### src/rtl/mem_port_arbiter_pkg.sv
// Shared types and constants for the two-port memory arbiter.
// Holds the FSM encoding, port IDs and the read-return register layout.
package mem_port_arbiter_pkg;

  typedef enum logic [1:0] {
    IDLE = 2'd0,
    OWN0 = 2'd1,
    OWN1 = 2'd2
  } arb_state_t;

  localparam logic PORT0 = 1'b0;
  localparam logic PORT1 = 1'b1;

  localparam int BURST_MAX_DEFAULT = 4;
  // Wide enough for BURST_MAX up to 15 (counter saturates at BURST_MAX-1).
  localparam int BURST_CNT_W = 4;

  typedef struct packed {
    logic vld;
    logic port;
  } rsp_t;

  function automatic logic [1:0] port_onehot(input logic port);
    return (port == PORT1) ? 2'b10 : 2'b01;
  endfunction

endpackage

### src/rtl/arb_grant_logic.sv
// Combinational grant decision for two ports: round-robin on ties from IDLE,
// owner keeps the port until its burst budget runs out while the other waits.
module arb_grant_logic
  import mem_port_arbiter_pkg::*;
#(
  parameter int BURST_MAX = BURST_MAX_DEFAULT
) (
  input  arb_state_t             state,
  input  logic                   last_owner,
  input  logic [BURST_CNT_W-1:0] burst_cnt,
  input  logic                   req0,
  input  logic                   req1,
  output logic [1:0]             gnt
);

  localparam logic [BURST_CNT_W-1:0] BURST_LAST = BURST_CNT_W'(BURST_MAX - 1);

  logic below_limit;

  assign below_limit = (burst_cnt < BURST_LAST);

  always_comb begin
    gnt = 2'b00;
    case (state)
      OWN0: begin
        if (req0 && (!req1 || below_limit)) gnt = 2'b01;
        else if (req1)                      gnt = 2'b10;
      end
      OWN1: begin
        if (req1 && (!req0 || below_limit)) gnt = 2'b10;
        else if (req0)                      gnt = 2'b01;
      end
      default: begin
        // With no owner, a tie goes to whichever port was not served last.
        if (req0 && req1) gnt = port_onehot(~last_owner);
        else              gnt = {req1, req0};
      end
    endcase
  end

endmodule

### src/rtl/mem_port_arbiter.sv
// Two-port to single-port memory arbiter; grant and memory strobe are same-cycle.
// Read data returns one cycle after grant, tagged back to the issuing port.
module mem_port_arbiter
  import mem_port_arbiter_pkg::*;
#(
  parameter int DW        = 32,
  parameter int AW        = 32,
  parameter int BURST_MAX = BURST_MAX_DEFAULT
) (
  input  logic          clk,
  input  logic          resetn,
  input  logic          p0_req,
  input  logic          p0_we,
  input  logic [AW-1:0] p0_addr,
  input  logic [DW-1:0] p0_wdata,
  input  logic          p1_req,
  input  logic          p1_we,
  input  logic [AW-1:0] p1_addr,
  input  logic [DW-1:0] p1_wdata,
  output logic          p0_gnt,
  output logic          p1_gnt,
  output logic          p0_rvalid,
  output logic          p1_rvalid,
  output logic [DW-1:0] p0_rdata,
  output logic [DW-1:0] p1_rdata,
  output logic          mem_en,
  output logic          mem_we,
  output logic [AW-1:0] mem_addr,
  output logic [DW-1:0] mem_wdata,
  input  logic [DW-1:0] mem_rdata
);

  localparam logic [BURST_CNT_W-1:0] BURST_LAST = BURST_CNT_W'(BURST_MAX - 1);

  arb_state_t             state;
  logic                   last_owner;
  logic [BURST_CNT_W-1:0] burst_cnt;
  logic [1:0]             gnt_raw;
  logic [1:0]             gnt;
  logic                   gnt_any;
  logic                   gnt_port;
  logic                   repeat_gnt;
  rsp_t                   rsp_q;

  arb_grant_logic #(
    .BURST_MAX (BURST_MAX)
  ) u_grant (
    .state      (state),
    .last_owner (last_owner),
    .burst_cnt  (burst_cnt),
    .req0       (p0_req),
    .req1       (p1_req),
    .gnt        (gnt_raw)
  );

  // Grants are held off while reset is asserted, even with requests pending.
  assign gnt        = resetn ? gnt_raw : 2'b00;
  assign gnt_any    = |gnt;
  assign gnt_port   = gnt[1] ? PORT1 : PORT0;
  assign repeat_gnt = ((state == OWN0) && gnt[0]) || ((state == OWN1) && gnt[1]);

  assign p0_gnt = gnt[0];
  assign p1_gnt = gnt[1];

  always_comb begin
    mem_en    = 1'b0;
    mem_we    = 1'b0;
    mem_addr  = '0;
    mem_wdata = '0;
    if (gnt[0]) begin
      mem_en    = 1'b1;
      mem_we    = p0_we;
      mem_addr  = p0_addr;
      mem_wdata = p0_wdata;
    end else if (gnt[1]) begin
      mem_en    = 1'b1;
      mem_we    = p1_we;
      mem_addr  = p1_addr;
      mem_wdata = p1_wdata;
    end
  end

  always_ff @(posedge clk or negedge resetn) begin
    if (!resetn) begin
      state      <= IDLE;
      last_owner <= PORT1;
      burst_cnt  <= '0;
    end else if (gnt_any) begin
      state      <= (gnt_port == PORT1) ? OWN1 : OWN0;
      last_owner <= gnt_port;
      if (!repeat_gnt)
        burst_cnt <= '0;
      else if (burst_cnt < BURST_LAST)
        burst_cnt <= burst_cnt + 1'b1;
    end else begin
      state     <= IDLE;
      burst_cnt <= '0;
    end
  end

  // One outstanding read slot; the tag steers rvalid back to its issuer.
  always_ff @(posedge clk or negedge resetn) begin
    if (!resetn) begin
      rsp_q <= '0;
    end else begin
      rsp_q.vld  <= gnt_any && !mem_we;
      rsp_q.port <= gnt_port;
    end
  end

  assign p0_rvalid = rsp_q.vld && (rsp_q.port == PORT0);
  assign p1_rvalid = rsp_q.vld && (rsp_q.port == PORT1);
  assign p0_rdata  = mem_rdata;
  assign p1_rdata  = mem_rdata;

endmodule

### config.mk
export PLATFORM = sky130hd
export DESIGN_NAME = mem_port_arbiter
export DESIGN_NICKNAME = d
export VERILOG_FILES = /design/src/rtl/mem_port_arbiter_pkg.sv /design/src/rtl/arb_grant_logic.sv /design/src/rtl/mem_port_arbiter.sv
export SDC_FILE = /design/constraint.sdc
export NUM_CORES = 1
export LEC_CHECK = 0
export CORE_AREA = 2 2 118 120
export CTS_BUF_LIST = sky130_fd_sc_hd__clkbuf_16
export CTS_CLUSTER_DIAMETER = 50
export DETAILED_ROUTE_END_ITERATION = 8
export DIE_AREA = 0 0 120 122
export PLACE_DENSITY = 0.68
export SLEW_MARGIN = 10
export SYNTH_ARGS = -nofsm -noshare
export SYNTH_HDL_FRONTEND = slang
export SYNTH_SLANG_ARGS = --single-unit
### constraint.sdc
create_clock -name clk -period 5.2 [get_ports clk]
set_input_delay 1.04 -clock clk [delete_from_list [all_inputs] [get_ports clk]]
set_output_delay 1.04 -clock clk [all_outputs]
set_load 0.02 [all_outputs]
==> results of run 1 <==
-- worst max path at each step --
| stage | startpoint | to | slack, ns | depth (start not counted) |
|---|---|---|---|---|
| CTS | p0_req | mem_addr[7] | 0.68 | 7 |
| floorplan | p1_req | mem_wdata[26] | 1.93 | 4 |
| global placement | p0_req | mem_addr[14] | 0.73 | 7 |
| global route | p0_req | mem_addr[18] | 0.54 | 7 |
| detailed placement | p0_req | mem_addr[7] | 0.69 | 7 |
| finish | p0_req | mem_addr[13] | 0.72 | 7 |
-- cell type report --
class | instances | share of cell area [%]
timing repair buffer | 208 | 48.62
multi-input combinational | 163 | 38.80
sequential | 9 | 5.257
tap | 180 | 5.228
clock buffer | 3 | 1.743
inverter | 3 | 0.2614
clock inverter | 1 | 0.08713
-- worst register-to-register path: cells and delay by family (launching register included) --
| family | cells | cell delay [ns] |
|---|---|---|
| buffers and inverters | 2 | 0.31 |
| flip-flops | 1 | 0.35 |
| multiplexers | 1 | 0.22 |
| AND/OR/NAND/NOR | 2 | 0.71 |
| adder cells (fa/ha/maj) | 1 | 0.38 |
-- flip-flops by register name (all words and copies together), names as in the netlist --
register	cells
rsp_q	2
burst_cnt	4
state	2
last_owner	1
-- synthesized netlist by cell type, types with 2 or more instances --
library cell and n:
and3_1 65, mux2_4 65, buf_4 64, clkbuf_1 9
dfrtp_1 8, buf_12 6, and2_1 3, buf_6 3
ha_1 3, mux2i_1 3, nor2_1 3, nor2b_1 3
nor3b_1 3, buf_2 2, inv_1 2, nand2_1 2
-- power by group through the flow --
stage | registers [mW] | clock network [mW] | logic (mW)
3_3_place_gp | 0.0907 | 0 | 0.805
6_report | 0.0910 | 0.133 | 0.810
4_1_cts | 0.0909 | 0.135 | 0.820
2_1_floorplan | 0.0893 | 0 | 0.580
3_5_place_dp | 0.0917 | 0 | 0.815
5_1_grt | 0.0926 | 0.138 | 0.856
-- kinds of logic (layout without fill, tap and decap cells) --
kind of cell / Yosys count / after routing / share of synthesized area, %
adder cells (fa/ha/maj): 3 / 3 / 1.449
buffers and inverters: 88 / 215 / 27.20
multiplexers: 68 / 68 / 38.84
flip-flops: 9 / 9 / 8.744
AND/OR/NAND/NOR: 87 / 87 / 22.08
XOR/XNOR: 1 / 1 / 0.3382
AO/OA/AOI/OAI: 4 / 4 / 1.353
-- stage by stage --
step	util [%]	area, µm²	cells	hold WS [ns]	power [mW]
2_1_floorplan	-	2590	260	0.4903	0.6693
3_3_place_gp	31.32	4229	563	0.5087	0.8954
3_5_place_dp	31.32	4229	563	0.5285	0.9068
4_1_cts	31.90	4308	567	0.5354	1.046
5_1_grt	31.90	4308	567	0.5491	1.087
6_report	31.90	4308	567	0.5336	1.034
-- metal layers --
layer / vias to the layer above / global-route usage, % / share of wire, %
li1: 1100 / - / -
met1: 1026 / 10.85 / 37
met2: 101 / 20.31 / 54
met3: 15 / 1.826 / 7.3
met4: 0 / 2.794 / 1.2
met5: - / 0 / 0
==> out/results.txt, run 1 <==
Status - completed
# fillers - 1,379
Ys flop type - dfrtp_1
Reg-to-reg startpoint - state[0]$_DFF_PN0_
Async SR Flop Fraction - 100.0%
CTS tree - yes
EDFF count, synth - 0
First-pass GRT wire length - 12,120 µm
Worst setup margin - 0.7190 ns
Worst Min Path Start - last_owner$_DFFE_PN1P_
Largest net degree at the start of global routing - 69
CP Buf/Inv Count - 3
Peak supply drop - 230.7 µV
Area contributors post-synth - mux2_4, buf_4, and3_1, dfrtp_1, buf_12
Multi-input gate area - 0.001672 mm²
CTS Hold Bufs - 0
Fin crit share - 86.17%
Ordered cell list for the critical path - clkdlybuf4s50_1 -> nor3b_1 -> mux2i_4 -> buf_4 -> and3_1 -> mux2_4 -> clkdlybuf4s50_1
Crit path max fanout - 28
DRT antenna net count - 0
Htree depth - 1
Syn Area/Cell - 9.961 µm²
Pwr/cell area - 240.0 mW/mm²
Drt pass-1 iters - 4
Core area - 0.01350 mm²
Crit start category - primary input
Max Clk Rate - 223.2 MHz
TritonCTS buffer count - 3
CP delay by family, top - buffers and inverters
Setup Fix Bufs, Post-CTS - 0
Min-delay worst type - flip-flop to flip-flop
Synth warnings - 0
Part of the power in the clock network - 12.8%
Ant. Diodes - 0
Sequential area share after synthesis - 8.744%
Clk_lat worst skew - 0.23 ns
R2r worst-path depth - 6
Sw power - 386.2 µW
Crit path top cell by count - clkdlybuf4s50_1
Int Power - 647.7 µW
Cells after synthesis - 260
Setup_tns - 0 ns
RSZ-0062 raised after global routing - no
Sequential power share - 8.8%
DR vias/cell - 3.954
Sw Ratio - 37.35%
DR vias - 2,242
Final slew viol count - 0
Post-synth cell types - 32
# port buffers - 203
Total grt overflow - 0
Most frequent cells in the layout - clkdlybuf4s50_1, and3_1, mux2_4
Yosys top cell by area - mux2_4
Hold Path Sink - last_owner$_DFFE_PN1P_
Worst setup EP type - primary output
CP Data Required Time - 4.16 ns
Nets@finish - 557
Num rows - 43
Yosys top cell area share - 37.68%
Total clock sinks - 9
Die Area - 0.01464 mm²
Synth-to-Final Area Change - 66.33%
R2r setup slk - 3.17 ns
Share of cells above drive strength 1 - 20.93%
Initial Utilization - 19.18%
LEAKAGE - 2.076 nW
Gr usage total - 10.19%
Total of max-cap violations - 0
Worst setup path class - primary input to primary output
Final wirelength - 8130 µm
Clk slew on worst S/H paths - 0.04 ns
Hold path depth - 1
Clk_skew - 0.0008865 ns
Die Height - 122 µm
Initial antenna violation count - 0
Least-Margin Pin Slew - 0.5836 ns
Die width - 120 µm
Cell Area, Synth - 0.002590 mm²
Hold Vio Cnt, Final - 0
R2r endpoint - rsp_q[1]$_DFF_PN0_
Post-cts resize count - 0
DRC violations left - 0
HPWL Detailed - 6476 µm
Seq. cell area - 226.5 µm²
Clock root buffer master - clkbuf_16
Setup WS pre-CTS - 0.6909 ns
Final setup viols - 0
Comb power frac - 78.4%
Mapped Nets - 429
Period minus WS final - 4.481 ns
Drt wl/cell - 14.34 µm
Routability cong. - 0.8542
Vias in the first global route - 2,332
Most common cell after layout, fill and taps aside - clkdlybuf4s50_1
Slowest stage cell, crit path - clkdlybuf4s50_1
CP max stage delay - 0.61 ns
First-iteration detailed-routing DRC count - 48
Worst Path Arrival - 3.44 ns
# IOs - 300
Worst slew margin - 61.10%
Yosys reg bits - 9
Max clock buf depth - 2
Note: power is estimated with default switching activity, not from simulation.
==> inputs of run 2 (changes only) <==
--- a/config.mk
+++ b/config.mk
@@ -10,8 +10,10 @@
 export CTS_CLUSTER_DIAMETER = 50
 export DETAILED_ROUTE_END_ITERATION = 8
 export DIE_AREA = 0 0 120 122
+export GPL_TIMING_DRIVEN = 0
 export PLACE_DENSITY = 0.68
 export SLEW_MARGIN = 10
 export SYNTH_ARGS = -nofsm -noshare
 export SYNTH_HDL_FRONTEND = slang
 export SYNTH_SLANG_ARGS = --single-unit
+export TNS_END_PERCENT = 30
==> run 2 against run 1 <==
  * Critical path depth did not move
  * Non-clock buffer count rose by 144
  * Wire length rose by 23%
  * Core utilization rose by 9.3 points
  * Register-to-register slack got worse by 0.37 ns
  * Worst hold slack worse by 0.0087 ns
  * Critical path type unchanged
  * Cell count is 25% higher
  * Total power up 17%
  * Clock skew up 0.0022 ns
==> out/results.txt, run 2 (same netlist as run 1, synthesis figures left out) <==
Status - completed
Worst slew margin - 46.18%
Die width - 120 µm
Synth-to-Final Area Change - 114.9%
# fillers - 1,324
Final setup viols - 0
LEAKAGE - 2.713 nW
First-iteration detailed-routing DRC count - 38
DRT antenna net count - 0
Met1 wire length - 3856 µm
DR top layer - met4
Hold path depth - 1
Core area - 0.01350 mm²
Finished layout cell area - 0.005567 mm²
Total clock sinks - 9
Final wirelength - 9976 µm
Fin crit share - 90.83%
Final slew viol count - 0
Max reg flops - 4
RSZ-0062 raised after global routing - no
WL met2 - 5371 µm
Clk_lat worst skew - 0.24 ns
Setup Fix Bufs, Post-CTS - 0
Crit path max fanout - 10
Num rows - 43
Drt pass-1 iters - 4
Ordered cell list for the critical path - clkdlybuf4s50_1 -> nor3b_1 -> mux2i_1 -> clkbuf_1 -> and3_1 -> mux2_4 -> clkdlybuf4s50_1
Most frequent cells in the layout - clkdlybuf4s50_1, and3_1, mux2_4
TritonCTS buffer count - 3
Final Power - 1.205 mW
DR vias - 2,853
Clk_skew - 0.003038 ns
Ant. Diodes - 0
Min-delay worst type - flip-flop to flip-flop
Biggest register - burst_cnt
Routability cong. - 0.8031
CTS Hold Bufs - 0
CP Data Required Time - 4.16 ns
Cells after DPL - 707
Post-layout util - 41.22%
Fin cells - 711
Die Height - 122 µm
Die Area - 0.01464 mm²
Worst Min Path Start - last_owner$_DFFE_PN1P_
Worst Path Arrival - 3.68 ns
Initial Utilization - 19.18%
Largest net degree at the start of global routing - 12
Clk slew on worst S/H paths - 0.04 ns
Least-Margin Pin Slew - 0.7848 ns
Total of max-cap violations - 0
Gr usage total - 12.22%
# port buffers - 267
First-pass GRT wire length - 14,340 µm
Initial antenna violation count - 0
Largest regs - burst_cnt x4, rsp_q x2, state x2
Post-DP Area - 0.005488 mm²
Metal3 WL - 640 µm
Most common cell after layout, fill and taps aside - clkdlybuf4s50_1
Reg-to-reg startpoint - burst_cnt[0]$_DFFE_PN0P_
Slowest stage cell, crit path - mux2i_1
DRC violations left - 0
Crit path top cell by count - clkdlybuf4s50_1
HPWL Detailed - 8590 µm
Crit start category - primary input
Nets@finish - 701
CTS tree - yes
Share of cells above drive strength 1 - 28.44%
Clock root buffer master - clkbuf_16
Htree depth - 1
Period minus WS final - 4.723 ns
Post-cts resize count - 0
Worst setup EP type - primary output
Max Clk Rate - 211.7 MHz
CP max stage delay - 0.63 ns
Total grt overflow - 0
R2r worst-path depth - 6
DR vias/cell - 4.013
Vias in the first global route - 2,829
Peak supply drop - 151.1 µV
Pwr/cell area - 216.5 mW/mm²
Worst setup path class - primary input to primary output
Drt wl/cell - 14.03 µm
Setup_tns - 0 ns
# IOs - 300
Max clock buf depth - 2
Hold Vio Cnt, Final - 0
Critical path startpoint - p0_req
[run 2: cell count changes in the layout (fill, tap and decap cells not counted), sizes merged]
cell / change
clkdlybuf4s50: +64
clkbuf: +9
buf: +71
[run 2: stage by stage]
stage	hold WS, ns	setup slack [ns]
5_1_grt	0.5515	0.2900
3_5_place_dp	0.5185	0.3686
2_1_floorplan	0.4903	1.935
3_3_place_gp	0.5102	0.4293
6_report	0.5249	0.4767
4_1_cts	0.5238	0.3562
[run 2: layout make-up]
| class | count | area (µm²) | share of cell area, % |
|---|---|---|---|
| Tap cell | 180 | 225.2 | 4.046 |
| Clock buffer | 3 | 75.07 | 1.349 |
| Timing Repair Buffer | 267 | 2673 | 48.01 |
| Buffer | 85 | 693.2 | 12.45 |
| Multi-Input combinational cell | 163 | 1659 | 29.80 |
| Clock inverter | 1 | 3.754 | 0.06743 |
| Sequential cell | 9 | 226.5 | 4.068 |
| Inverter | 3 | 11.26 | 0.2023 |
[run 2: layer usage]
| layer | vias to the layer above | GRT usage (%) |
|---|---|---|
| li1 | 1394 | - |
| met1 | 1299 | 13.72 |
| met5 | - | 0 |
| met3 | 9 | 1.404 |
| met2 | 151 | 24.54 |
| met4 | 0 | 2.353 |
[run 2: worst paths after layout]
path	end	slack (ns)
max in group asynchronous	last_owner$_DFFE_PN1P_	3.73
setup / recovery	mem_wdata[30]	0.48
hold reg to reg	last_owner$_DFFE_PN1P_	0.52
hold / removal	last_owner$_DFFE_PN1P_	0.52
min in group asynchronous	rsp_q[0]$_DFF_PN0_	1.12
setup reg to reg	burst_cnt[2]$_DFFE_PN0P_	2.80
[run 2: critical path, delay by kind of cell]
family	cells	cell delay (ns)
multiplexers	2	0.78
AND/OR/NAND/NOR	2	0.40
buffers and inverters	3	1.45
[run 2: where the power goes]
part | total (mW) | switching, mW | internal (mW)
Sequential | 0.0915 | 0.00762 | 0.0839
Clock | 0.135 | 0.0340 | 0.100
Combinational | 0.979 | 0.412 | 0.568
Total | 1.21 | 0.453 | 0.752
==> inputs of run 3 (changes only) <==
--- a/config.mk
+++ b/config.mk
@@ -6,10 +6,11 @@
 export NUM_CORES = 1
 export LEC_CHECK = 0
 export CORE_AREA = 2 2 118 120
-export CTS_BUF_LIST = sky130_fd_sc_hd__clkbuf_16
+export CTS_BUF_LIST = sky130_fd_sc_hd__clkbuf_8
 export CTS_CLUSTER_DIAMETER = 50
 export DETAILED_ROUTE_END_ITERATION = 8
 export DIE_AREA = 0 0 120 122
+export GPL_ROUTABILITY_DRIVEN = 1
 export GPL_TIMING_DRIVEN = 0
 export PLACE_DENSITY = 0.68
 export SLEW_MARGIN = 10
==> run 3 against run 2 <==
  * Via count down 0.46%
  * Largest power group unchanged
  * Clock power down 41%
  * Cell count unchanged
  * Flip-flop and latch count unchanged
==> out/results.txt, run 3 (same netlist as run 1, synthesis figures left out) <==
Total grt overflow - 0
Period minus WS final - 4.734 ns
First-pass GRT wire length - 14,280 µm
DRC violations left - 0
Worst slew margin - 46.55%
DR vias - 2,840
Crit path max fanout - 10
Die Area - 0.01464 mm²
Die Height - 122 µm
DR vias/cell - 3.994
Synth-to-Final Area Change - 113.6%
HPWL Detailed - 8590 µm
CTS Hold Bufs - 0
Max reg flops - 4
Initial antenna violation count - 0
Min-delay worst type - flip-flop to flip-flop
Fin crit share - 91.04%
Biggest register - burst_cnt
Clk_lat worst skew - 0.24 ns
Share of cells above drive strength 1 - 28.44%
Critical path startpoint - p0_req
Drt pass-1 iters - 4
Crit path top cell by count - clkdlybuf4s50_1
Slowest stage cell, crit path - mux2i_1
LEAKAGE - 2.698 nW
Total of max-cap violations - 0
Final Power - 1.150 mW
CP Data Required Time - 4.16 ns
Worst Path Arrival - 3.69 ns
Largest net degree at the start of global routing - 12
Max clock buf depth - 2
First-iteration detailed-routing DRC count - 36
Setup_tns - 0 ns
Ant. Diodes - 0
Most frequent cells in the layout - clkdlybuf4s50_1, and3_1, mux2_4
RSZ-0062 raised after global routing - no
Hold Vio Cnt, Final - 0
Vias in the first global route - 2,826
Drt wl/cell - 14.00 µm
Initial Utilization - 19.18%
Final setup viols - 0
Pwr/cell area - 207.9 mW/mm²
Clk_skew - 0.005350 ns
Crit start category - primary input
Most common cell after layout, fill and taps aside - clkdlybuf4s50_1
Routability cong. - 0.8031
TritonCTS buffer count - 3
Worst Min Path Start - last_owner$_DFFE_PN1P_
CTS tree - yes
Total clock sinks - 9
Worst setup EP type - primary output
Setup Fix Bufs, Post-CTS - 0
Core area - 0.01350 mm²
Peak supply drop - 141.8 µV
Status - completed
WHS - 0.5234 ns
Clk slew on worst S/H paths - 0.04 ns
CP max stage delay - 0.63 ns
Reg-to-reg startpoint - burst_cnt[0]$_DFFE_PN0P_
Die width - 120 µm
Final wirelength - 9952 µm
# port buffers - 267
Gr usage total - 12.18%
Ordered cell list for the critical path - clkdlybuf4s50_1 -> nor3b_1 -> mux2i_1 -> clkbuf_1 -> and3_1 -> mux2_4 -> clkdlybuf4s50_1
DRT antenna net count - 0
Least-Margin Pin Slew - 0.7794 ns
Final slew viol count - 0
Worst setup path class - primary input to primary output
# IOs - 300
Nets@finish - 701
Post-cts resize count - 0
Clock root buffer master - clkbuf_8
Largest regs - burst_cnt x4, rsp_q x2, state x2
Htree depth - 1
Num rows - 43
Post-DP Area - 0.005488 mm²
Max Clk Rate - 211.2 MHz
Finished layout cell area - 0.005533 mm²
[run 3: cell types whose count changed in the layout (fill, tap and decap cells not counted)]
cell | before | now
clkbuf_16 | 3 | 0
clkbuf_8 | 0 | 3
[run 3: metrics by stage]
step                utilization (%)  worst slack (ns)  std cells
CTS                           40.97            0.3562        711
floorplan                         -             1.935        260
detailed placement            40.64            0.3686        707
finish                        40.97            0.4658        711
global route                  40.97            0.2900        711
global placement              40.64            0.4293        707
[run 3: final timing paths]
check                      slack [ns]  depth (start not counted)                        to
setup / recovery                 0.47                          7             mem_wdata[30]
hold / removal                   0.52                          1    last_owner$_DFFE_PN1P_
setup reg to reg                 2.79                          6  burst_cnt[2]$_DFFE_PN0P_
hold reg to reg                  0.52                          1    last_owner$_DFFE_PN1P_
max in group asynchronous        3.74                          1    last_owner$_DFFE_PN1P_
min in group asynchronous        1.12                          1        rsp_q[0]$_DFF_PN0_
[run 3: critical path, delay by kind of cell]
| kind | cells | cell delay [ns] |
|---|---|---|
| muxes | 2 | 0.78 |
| buffers and inverters | 3 | 1.47 |
| and+or+nand+nor | 2 | 0.40 |
[run 3: final cells by class]
class                      count  area [µm²]
fill                        1329        7971
timing repair buffer         267        2673
clock inverter                 1       3.754
clock buffer                   3       41.29
buffer                        85       693.2
tap                          180       225.2
multi-input combinational    163        1659
inverter                       3       11.26
sequential                     9       226.5
[run 3: per-layer routing]
layer | GRT usage, % | wire length [µm] | up-vias
met4 | 2.353 | 106 | 0
li1 | - | - | 1393
met3 | 1.404 | 632 | 9
met2 | 24.47 | 5382 | 149
met1 | 13.66 | 3831 | 1289
met5 | 0 | 0 | -
[run 3: report_power, final]
group	switching (mW)	internal [mW]	total, mW
Sequential	0.00737	0.0838	0.0912
Combinational	0.412	0.567	0.979
Clock	0.0280	0.0514	0.0795
